<file path="src/rtl/regfile_commit_writer.sv">
// regfile_commit_writer
//   In-order commit buffer feeding the single architectural register-file
//   write port. Dispatch allocates entries in program order, execute units
//   complete them out of order by tag, and the head entry retires in order
//   (at most one per cycle) once complete, producing a registered write.
//
// Optional feature macro: COMMIT_BYPASS_EN
//   When defined, a completion that targets the valid head entry retires it on
//   the same edge using Done_Data (1-cycle done-to-write latency instead of 2).
//
// Ports
//   CLK, RESET                clock, asynchronous active-high reset
//   Alloc_Valid/HasDest/Reg   dispatch allocation request and destination
//   Alloc_Ready, Alloc_Tag    entry available (Count != DEPTH), tag = tail
//   Done_Valid/Tag/Data       completion strobe, tag and result
//   Flush                     synchronous squash of all entries
//   Write1/WriteReg1/WriteData1  registered register-file write port
//   Count, Empty              occupancy, Count == 0
module regfile_commit_writer #(
  parameter int unsigned DEPTH = 8,
  parameter int unsigned TAG_W = $clog2(DEPTH)
) (
  input  logic             CLK,
  input  logic             RESET,
  input  logic             Alloc_Valid,
  input  logic             Alloc_HasDest,
  input  logic [4:0]       Alloc_Reg,
  output logic             Alloc_Ready,
  output logic [TAG_W-1:0] Alloc_Tag,
  input  logic             Done_Valid,
  input  logic [TAG_W-1:0] Done_Tag,
  input  logic [31:0]      Done_Data,
  input  logic             Flush,
  output logic             Write1,
  output logic [4:0]       WriteReg1,
  output logic [31:0]      WriteData1,
  output logic [TAG_W:0]   Count,
  output logic             Empty
);

  localparam logic [TAG_W:0] LP_FULL = (TAG_W+1)'(DEPTH);

  logic [DEPTH-1:0] r_valid;
  logic [DEPTH-1:0] r_ready;
  logic [DEPTH-1:0] r_hasdest;
  logic [4:0]       r_reg  [DEPTH];
  logic [31:0]      r_data [DEPTH];

  logic [TAG_W-1:0] r_head;
  logic [TAG_W-1:0] r_tail;
  logic [TAG_W:0]   r_count;

  logic             r_write;
  logic [4:0]       r_write_reg;
  logic [31:0]      r_write_data;

  logic             w_not_full;
  logic             w_alloc;
  logic             w_done_hit;
  logic             w_retire;
  logic [31:0]      w_ret_data;
  logic             w_ret_write;
  logic [TAG_W:0]   w_count_d;

  assign w_not_full = (r_count != LP_FULL);
  // Full buffer refuses allocation even if the head retires this cycle.
  assign w_alloc    = Alloc_Valid & w_not_full;
  assign w_done_hit = Done_Valid & r_valid[Done_Tag];

`ifdef COMMIT_BYPASS_EN
  logic w_bypass;
  assign w_bypass   = Done_Valid & (Done_Tag == r_head) & r_valid[r_head];
  assign w_retire   = ~Flush & r_valid[r_head] & (r_ready[r_head] | w_bypass);
  assign w_ret_data = w_bypass ? Done_Data : r_data[r_head];
`else
  assign w_retire   = ~Flush & r_valid[r_head] & r_ready[r_head];
  assign w_ret_data = r_data[r_head];
`endif

  // r0 and no-destination entries retire without a visible write.
  assign w_ret_write = w_retire & r_hasdest[r_head] & (r_reg[r_head] != 5'd0);

  always_comb begin
    w_count_d = r_count;
    unique case ({w_alloc, w_retire})
      2'b10:   w_count_d = r_count + (TAG_W+1)'(1);
      2'b01:   w_count_d = r_count - (TAG_W+1)'(1);
      default: w_count_d = r_count;
    endcase
  end

  // Control state: valid/ready bits, pointers, count and the write port.
  always_ff @(posedge CLK or posedge RESET) begin
    if (RESET) begin
      r_valid      <= '0;
      r_ready      <= '0;
      r_head       <= '0;
      r_tail       <= '0;
      r_count      <= '0;
      r_write      <= 1'b0;
      r_write_reg  <= '0;
      r_write_data <= '0;
    end else if (Flush) begin
      r_valid <= '0;
      r_ready <= '0;
      r_head  <= '0;
      r_tail  <= '0;
      r_count <= '0;
      r_write <= 1'b0;
    end else begin
      // An allocating entry is never valid, so a completion can never hit
      // the tail slot being written on the same edge.
      if (w_done_hit) begin
        r_ready[Done_Tag] <= 1'b1;
      end
      if (w_retire) begin
        r_valid[r_head] <= 1'b0;
        r_head          <= r_head + TAG_W'(1);
        r_write_reg     <= r_reg[r_head];
        r_write_data    <= w_ret_data;
      end
      if (w_alloc) begin
        r_valid[r_tail] <= 1'b1;
        r_ready[r_tail] <= 1'b0;
        r_tail          <= r_tail + TAG_W'(1);
      end
      r_count <= w_count_d;
      r_write <= w_ret_write;
    end
  end

  // Payload storage needs no reset; it is only read behind a valid bit.
  always_ff @(posedge CLK) begin
    if (w_alloc && !Flush) begin
      r_hasdest[r_tail] <= Alloc_HasDest;
      r_reg[r_tail]     <= Alloc_Reg;
    end
    if (w_done_hit && !Flush) begin
      r_data[Done_Tag] <= Done_Data;
    end
  end

  assign Alloc_Ready = w_not_full;
  assign Alloc_Tag   = r_tail;
  assign Write1      = r_write;
  assign WriteReg1   = r_write_reg;
  assign WriteData1  = r_write_data;
  assign Count       = r_count;
  assign Empty       = (r_count == '0);

endmodule

</file>
<file path="config.mk">
export PLATFORM = sky130hd
export DESIGN_NAME = regfile_commit_writer
export DESIGN_NICKNAME = d
export VERILOG_FILES = /design/src/rtl/regfile_commit_writer.sv
export SDC_FILE = /design/constraint.sdc
export NUM_CORES = 1
export LEC_CHECK = 0
export ABC_AREA = 1
export CAP_MARGIN = 5
export CORE_AREA = 5 5 172 174
export CTS_CLUSTER_DIAMETER = 80
export DETAILED_ROUTE_END_ITERATION = 10
export DIE_AREA = 0 0 177 179
export GPL_ROUTABILITY_DRIVEN = 0
export MAX_ROUTING_LAYER = met4
export PLACE_DENSITY_LB_ADDON = 0.05
export SKIP_LAST_GASP = 1
export SYNTH_ARGS = -nofsm -noshare
export SYNTH_HDL_FRONTEND = slang
export SYNTH_SLANG_ARGS = --single-unit
</file>
<file path="constraint.sdc">
create_clock -name CLK -period 2.72 [get_ports CLK]
set_input_delay 0.544 -clock CLK [delete_from_list [all_inputs] [get_ports CLK]]
set_output_delay 0.544 -clock CLK [all_outputs]
set_load 0.005 [all_outputs]
</file>
Word-level counts from Yosys, hierarchy flattened
Memory sizes are Yosys's and may differ from the RTL's. A register that Yosys moved wholly into a read port is not among the register bits.
Cells that the tools add are included.
{"block": "word_totals", "reg_bits": 40, "ram_bits": 296, "inputBits": 46, "out_inout_bits": 47, "n_memories": 2}
{"block": "op_classes", "add_sub_neg": 4, "bitwise": 13, "n_eq_ne": 3, "reduce_logical": 12, "n_mux": 34, "magnitude_cmp": 6}
{"memory": "r_data", "depth": 8, "width": 32, "read_ports": 1, "rd_ports_with_merged_regs": 1, "write_ports": 1, "line_no": "47", "rtl": "logic [31:0] r_data [DEPTH];"}
{"memory": "r_reg", "depth": 8, "width": 5, "read_ports": 1, "rd_ports_with_merged_regs": 0, "write_ports": 1, "line_no": "46", "rtl": "logic [4:0] r_reg [DEPTH];"}
{"op": "8-bit 2-to-1 mux", "count": 8}
{"op": "8-bit AND", "count": 2}
{"op": "8-bit inverter", "count": 2}
{"op": "8-bit OR", "count": 2}
{"op": "1-bit binary-select mux with 3-bit select", "count": 4}
{"op": "3-bit by 4-bit less-than comparator with 1-bit output, second input constant", "count": 3}
{"op": "1-bit 2-to-1 mux", "count": 12}
{"op": "3-bit 2-to-1 mux", "count": 4}
{"op": "1-bit demux with 3-bit select", "count": 3}
{"op": "3-bit by 1-bit greater-or-equal comparator with 1-bit output, second input constant", "count": 3}
{"op": "8-bit bitwise mux", "count": 1}
{"op": "4-bit case mux with 2 select lines", "count": 1}
{"op": "3-bit by 1-bit adder with 3-bit output, second input constant", "count": 2}
{"op": "1-bit AND", "count": 6}
{"op": "1-bit logical AND", "count": 5}
{"op": "5-bit nonzero test", "count": 1}
{"op": "4-bit by 1-bit adder with 4-bit output, second input constant", "count": 1}
{"op": "4-bit logical NOT", "count": 1}
{"op": "4-bit 2-to-1 mux", "count": 1}
{"op": "4-bit inequality test, second input constant", "count": 1}
{"op": "2-bit nonzero test", "count": 2}
{"op": "4-bit by 1-bit subtractor with 4-bit output, second input constant", "count": 1}
{"op": "3-bit nonzero test", "count": 1}
{"op": "2-bit by 1-bit == test with 1-bit output, second input constant", "count": 1}
{"op": "4 further kinds", "count": 4}

Depth between registers and ports, before layout
{"block": "logic_depth", "word_depth": 11, "depth_mapped": 17, "mapped_depth_nobuf": 16}

Worst setup path after synthesis
No wires, ideal clock.
{"block": "synth_path", "path_type": "input -> register", "startpoint": "in Done_Tag[0]", "endpoint": "mem r_data[0][0], enable pin", "arrival_time_ps": 2774, "path_slack_ps": -475, "stages": 5, "setup_time_ps": 421, "required_time_ps": 2299, "path_cell_list": "nor3_1 nand2_1 a41oi_4 nand2_4 nor2_1"}
{"block": "synth_via", "elab_chain_len": 6}
{"element": "from (decl)", "line_no": "31", "rtl": "input logic [TAG_W-1:0] Done_Tag,"}
{"element": "1-bit binary-select mux with 3-bit select", "line_no": "68", "rtl": "assign w_done_hit = Done_Valid & r_valid[Done_Tag];"}
{"element": "1-bit 2-to-1 mux (not written as such)", "line_no": "68"}
{"element": "1-bit AND", "line_no": "68"}
{"element": "1-bit logical AND", "line_no": "138", "rtl": "if (w_done_hit && !Flush) begin"}
{"element": "1-bit 2-to-1 mux", "line_no": "138"}
{"element": "1-bit 2-to-1 mux (not written as such)", "line_no": "139", "rtl": "r_data[Done_Tag] <= Done_Data;"}
{"element": "to (decl)", "line_no": "47"}
Several ways; a longest one is shown, not always the timed one. The select of a mux whose other input is x is not followed.

Final worst setup path
{"block": "layout_path", "startpoint": "in Done_Tag[0]", "endpoint": "mem r_data[3][2], enable pin"}
The elaborated chain is that of the path after synthesis.

==> results <==
==> synthesized netlist by cell type <==
library cell  instances  area share
a21oi_2               1     0.00061
nand3_2               4      0.0028
a41oi_4               1      0.0019
clkinv_8              1      0.0011
inv_2                 5      0.0013
inv_1                38      0.0099
ha_1                  4      0.0035
o21a_1                2      0.0010
o2111ai_1             2      0.0012
nand2_1              94       0.024
o21ai_0             164       0.057
xor2_1                1     0.00061
o21ai_1              30       0.010
nor2_1              228       0.059
a22oi_1               1     0.00052
nor4_1                1     0.00043
a41oi_1               1     0.00061
buf_6                 5      0.0039
clkbuf_1             28      0.0073
buf_2                26      0.0090
nor2_2                2     0.00087
nand3_1              19      0.0066
inv_6                 1     0.00061
nor2_4                1     0.00078
dfrtp_1              64        0.11
nor3_1                7      0.0024
edfxtp_1            304        0.63
a31o_1                2      0.0012
buf_1                 1     0.00026
nand4_1               2     0.00087
o31ai_1               2      0.0010
nand2_2               6      0.0026
o211ai_2              3      0.0026
buf_4                 1     0.00052
a21oi_1              13      0.0045
o22ai_1              75       0.032
nand2_4               4      0.0031
nand3b_1              1     0.00052
==> cell usage in the layout, fill, tap and decap left out, types with 4 or more instances in the layout <==
master           instances
a21oi_1                 13
buf_12                  14
buf_4                   41
bufinv_16                5
clkbuf_1                 7
clkbuf_16               41
clkbuf_8                 4
clkdlybuf4s50_1         92
clkinv_1                 5
dfrtp_1                 63
edfxtp_1               304
ha_1                     4
inv_1                   37
inv_2                    6
nand2_1                 94
nand2_2                  6
nand2_4                  4
nand3_1                 19
nand3_2                  4
nor2_1                 219
nor2_4                   9
nor3_1                   7
o21ai_0                164
o21ai_1                 30
o22ai_1                 75
==> per-stage QoR <==
step	worst slack, ns	total power, uW
2_1_floorplan	-0.475	6540
3_3_place_gp	-0.000413	6900
3_5_place_dp	-0.0824	6910
4_1_cts	0.380	12300
5_1_grt	0.230	12600
6_report	0.397	12200
==> path summary, 6_finish.rpt <==
check	startpoint	endpoint	slack (ns)	cells past startpoint
setup / recovery	Done_Tag[0]	r_data[3][2]$_DFFE_PP_	0.40	8
hold / removal	RESET	Count[0]$_DFFE_PP0P_	0.46	3
setup reg to reg	r_head[0]$_DFFE_PP0P_	Write1$_DFF_PP0_	0.46	6
hold reg to reg	WriteData1[19]$_DFFE_PP0P_	WriteData1[19]$_DFFE_PP0P_	0.48	2
max in group asynchronous	RESET	r_head[0]$_DFFE_PP0P_	1.94	3
min in group CLK	WriteData1[19]$_DFFE_PP0P_	WriteData1[19]$_DFFE_PP0P_	0.48	2
==> power groups by stage <==
stage	logic [uW]	registers, uW	clock network (uW)
CTS	544	6250	5540
floorplan	182	6360	0
global placement	534	6360	0
global route	599	6260	5790
detailed placement	542	6370	0
finish	536	6250	5430
==> per-layer routing <==
| layer | part of all wire | vias up |
|---|---|---|
| met4 | 0.014 | 0 |
| met2 | 0.46 | 283 |
| met1 | 0.47 | 4513 |
| met3 | 0.054 | 38 |
| li1 | - | 4381 |
| met5 | 0 | - |
==> layout make-up <==
type / count / share of cell area
multi-input combinational: 671 / 0.188
clock inverter: 19 / 0.0131
tap: 378 / 0.0270
inverter: 45 / 0.0106
clock buffer: 52 / 0.0632
timing repair buffer: 147 / 0.0861
sequential: 368 / 0.612
==> kinds of logic (layout without fill, tap and decap cells) <==
kind of cell,count (synthesis),in the layout
compound gates,297,297
xor+xnor,1,1
fa+ha+maj,4,4
buf+inv,106,263
flops,368,368
simple gates,369,369
==> worst reg2reg max path: stages (launching register included) <==
cell and delay (ns):
dfrtp_4 0.57, inv_6 0.18, buf_4 0.64, o21ai_0 0.31
o2111ai_1 0.17, nor2_1 0.10, a41oi_1 0.19
==> results_dict.tcl <==
set metrics [dict create \
    slew-limit-headroom 0.396 \
    crit_arrival_ns 2.53 \
    initial_utilization 0.523 \
    cpLargestDelayFamily "buffers and inverters" \
    final_cell_area_um2 17500 \
    syn2layout_area_growth_pct 21.3 \
    status "completed" \
    core_area_um2 27600 \
    finish.utilization 0.635 \
    period_minus_slack_ns 2.32 \
    fin_tns_setup_ns 0 \
    antenna_cells 0 \
    routedWlPerCell_um 19.6 \
    yosysSeqAreaShare 0.743 \
    numPortBuffers 92 \
    maxCapViolations 0 \
    share_of_cell_area_taken_by_muxes_after_synthesis 0 \
    cts_resized 0 \
    postCtsSetupBuffers 0 \
    cts_inserted_buffers 39 \
    grtUsageMet1 0.315 \
    cts.sink_count 368 \
    fin_skew_ns 0.0150 \
    power_frac_clock 0.444 \
    setup_crit_start_kind "input pin" \
    synth_area_per_cell_um2 12.6 \
    top_level_ports 93 \
    die_h_um 179 \
    fill_cells 2130 \
    first_global_vias 9167 \
    grt_most_used_layer "met2" \
    ant_nets 0 \
    power.sequential.fraction 0.512 \
    tritoncts "yes" \
    fmaxAchievable_mhz 430 \
    synth.lib_cells_used.distinct 38 \
    p_int_uw 9790 \
    dr.first_iter.drc_count 941 \
    timing.final.crit_share 0.854 \
    synth_compound_area_frac 0.115 \
    largest_register_ff_count 256 \
    synth_seq_cells 368 \
    ys_warnings 0 \
    grt_use_met2 0.334 \
    clkSlewWorstSetupHoldPaths_ns 0.06 \
    share_comb_of_total_power 0.044 \
    worst_pin_slew_ns 0.906 \
    largest_family_of_logic_cells_by_synthesized_area "compound AO/OA/AOI/OAI gates" \
    final_nets 1322 \
    critical-path-slowest-cell "clkdlybuf4s50_1" \
    critical_path_buf_inv_count 3 \
    static_leakage_uw 0.00624 \
    postRouteWirelength_mm 32.9 \
    hold_buffers 0 \
    synth-adder-area-share 0.00346 \
    cp-end-kind "flip-flop" \
    post_layout_nonfiller_instances 1680 \
    post_synth_and_or_nand_nor_area_fraction 0.105 \
    global_route_wire_length_before_repair_mm 52.2 \
    seq_area_um2 10700 \
    met3_layer_usage_reported_by_global_route 0.0310 \
    die_width_um 177 \
    route.vias.total 9215 \
    placed_cells 1609 \
    clockBufferDepth 3 \
    syn-num-nets 1195 \
    netlist_area_um2 14500 \
    holdWs_ns 0.455 \
    hold_path.class "input pin to async pin" \
    dr.pass1.iters 5 \
    final_layout_size_suffix_gt1_frac 0.118 \
    viasPerCell 5.49 \
    crit_type "input pin to flip-flop" \
    crit_path_max_incr_delay_ns 0.57 \
    dieArea_um2 31700 \
    worstPathCellList "clkdlybuf4s50_1, inv_1, nor3_1, a22oi_1, a41oi_4, nand2_4, nor2_4, buf_12" \
    cp.required_ns 2.92 \
    rows 61 \
    initial_antenna_violation_count 0 \
    drt_drc_violations_left 0 \
    multiInputGateArea_um2 3290 \
    finalSetupViolations 0 \
    place_area_um2 16200 \
    globalRouteOverflowTotal 0 \
    synth_xor_area_frac 0.000606 \
    power.switching_uw 2420 \
    post_synth_inst_count 1145 \
    cp_max_fo 20 \
    max-vdd-ir-drop_mv 0.509 \
    track_usage 0.217 \
    cts_max_level 2 \
    clock_latency_at_the_later_pin_of_the_worst_skew_pair_ns 0.51 \
    count_of_endpoints_failing_hold_in_the_final_timing_report 0 \
    grt_setup_unrepaired "false" \
    grt_max_degree 93 \
    cts_root_buf "clkbuf_16" \
    detailed_place_hpwl_mm 20.5 \
    switching_share 0.198 \
    power_density_normalized_to_cell_area_nw_per_um2 697 \
    slew_violations 0 \
]
Power figures use the tool's default switching activity.
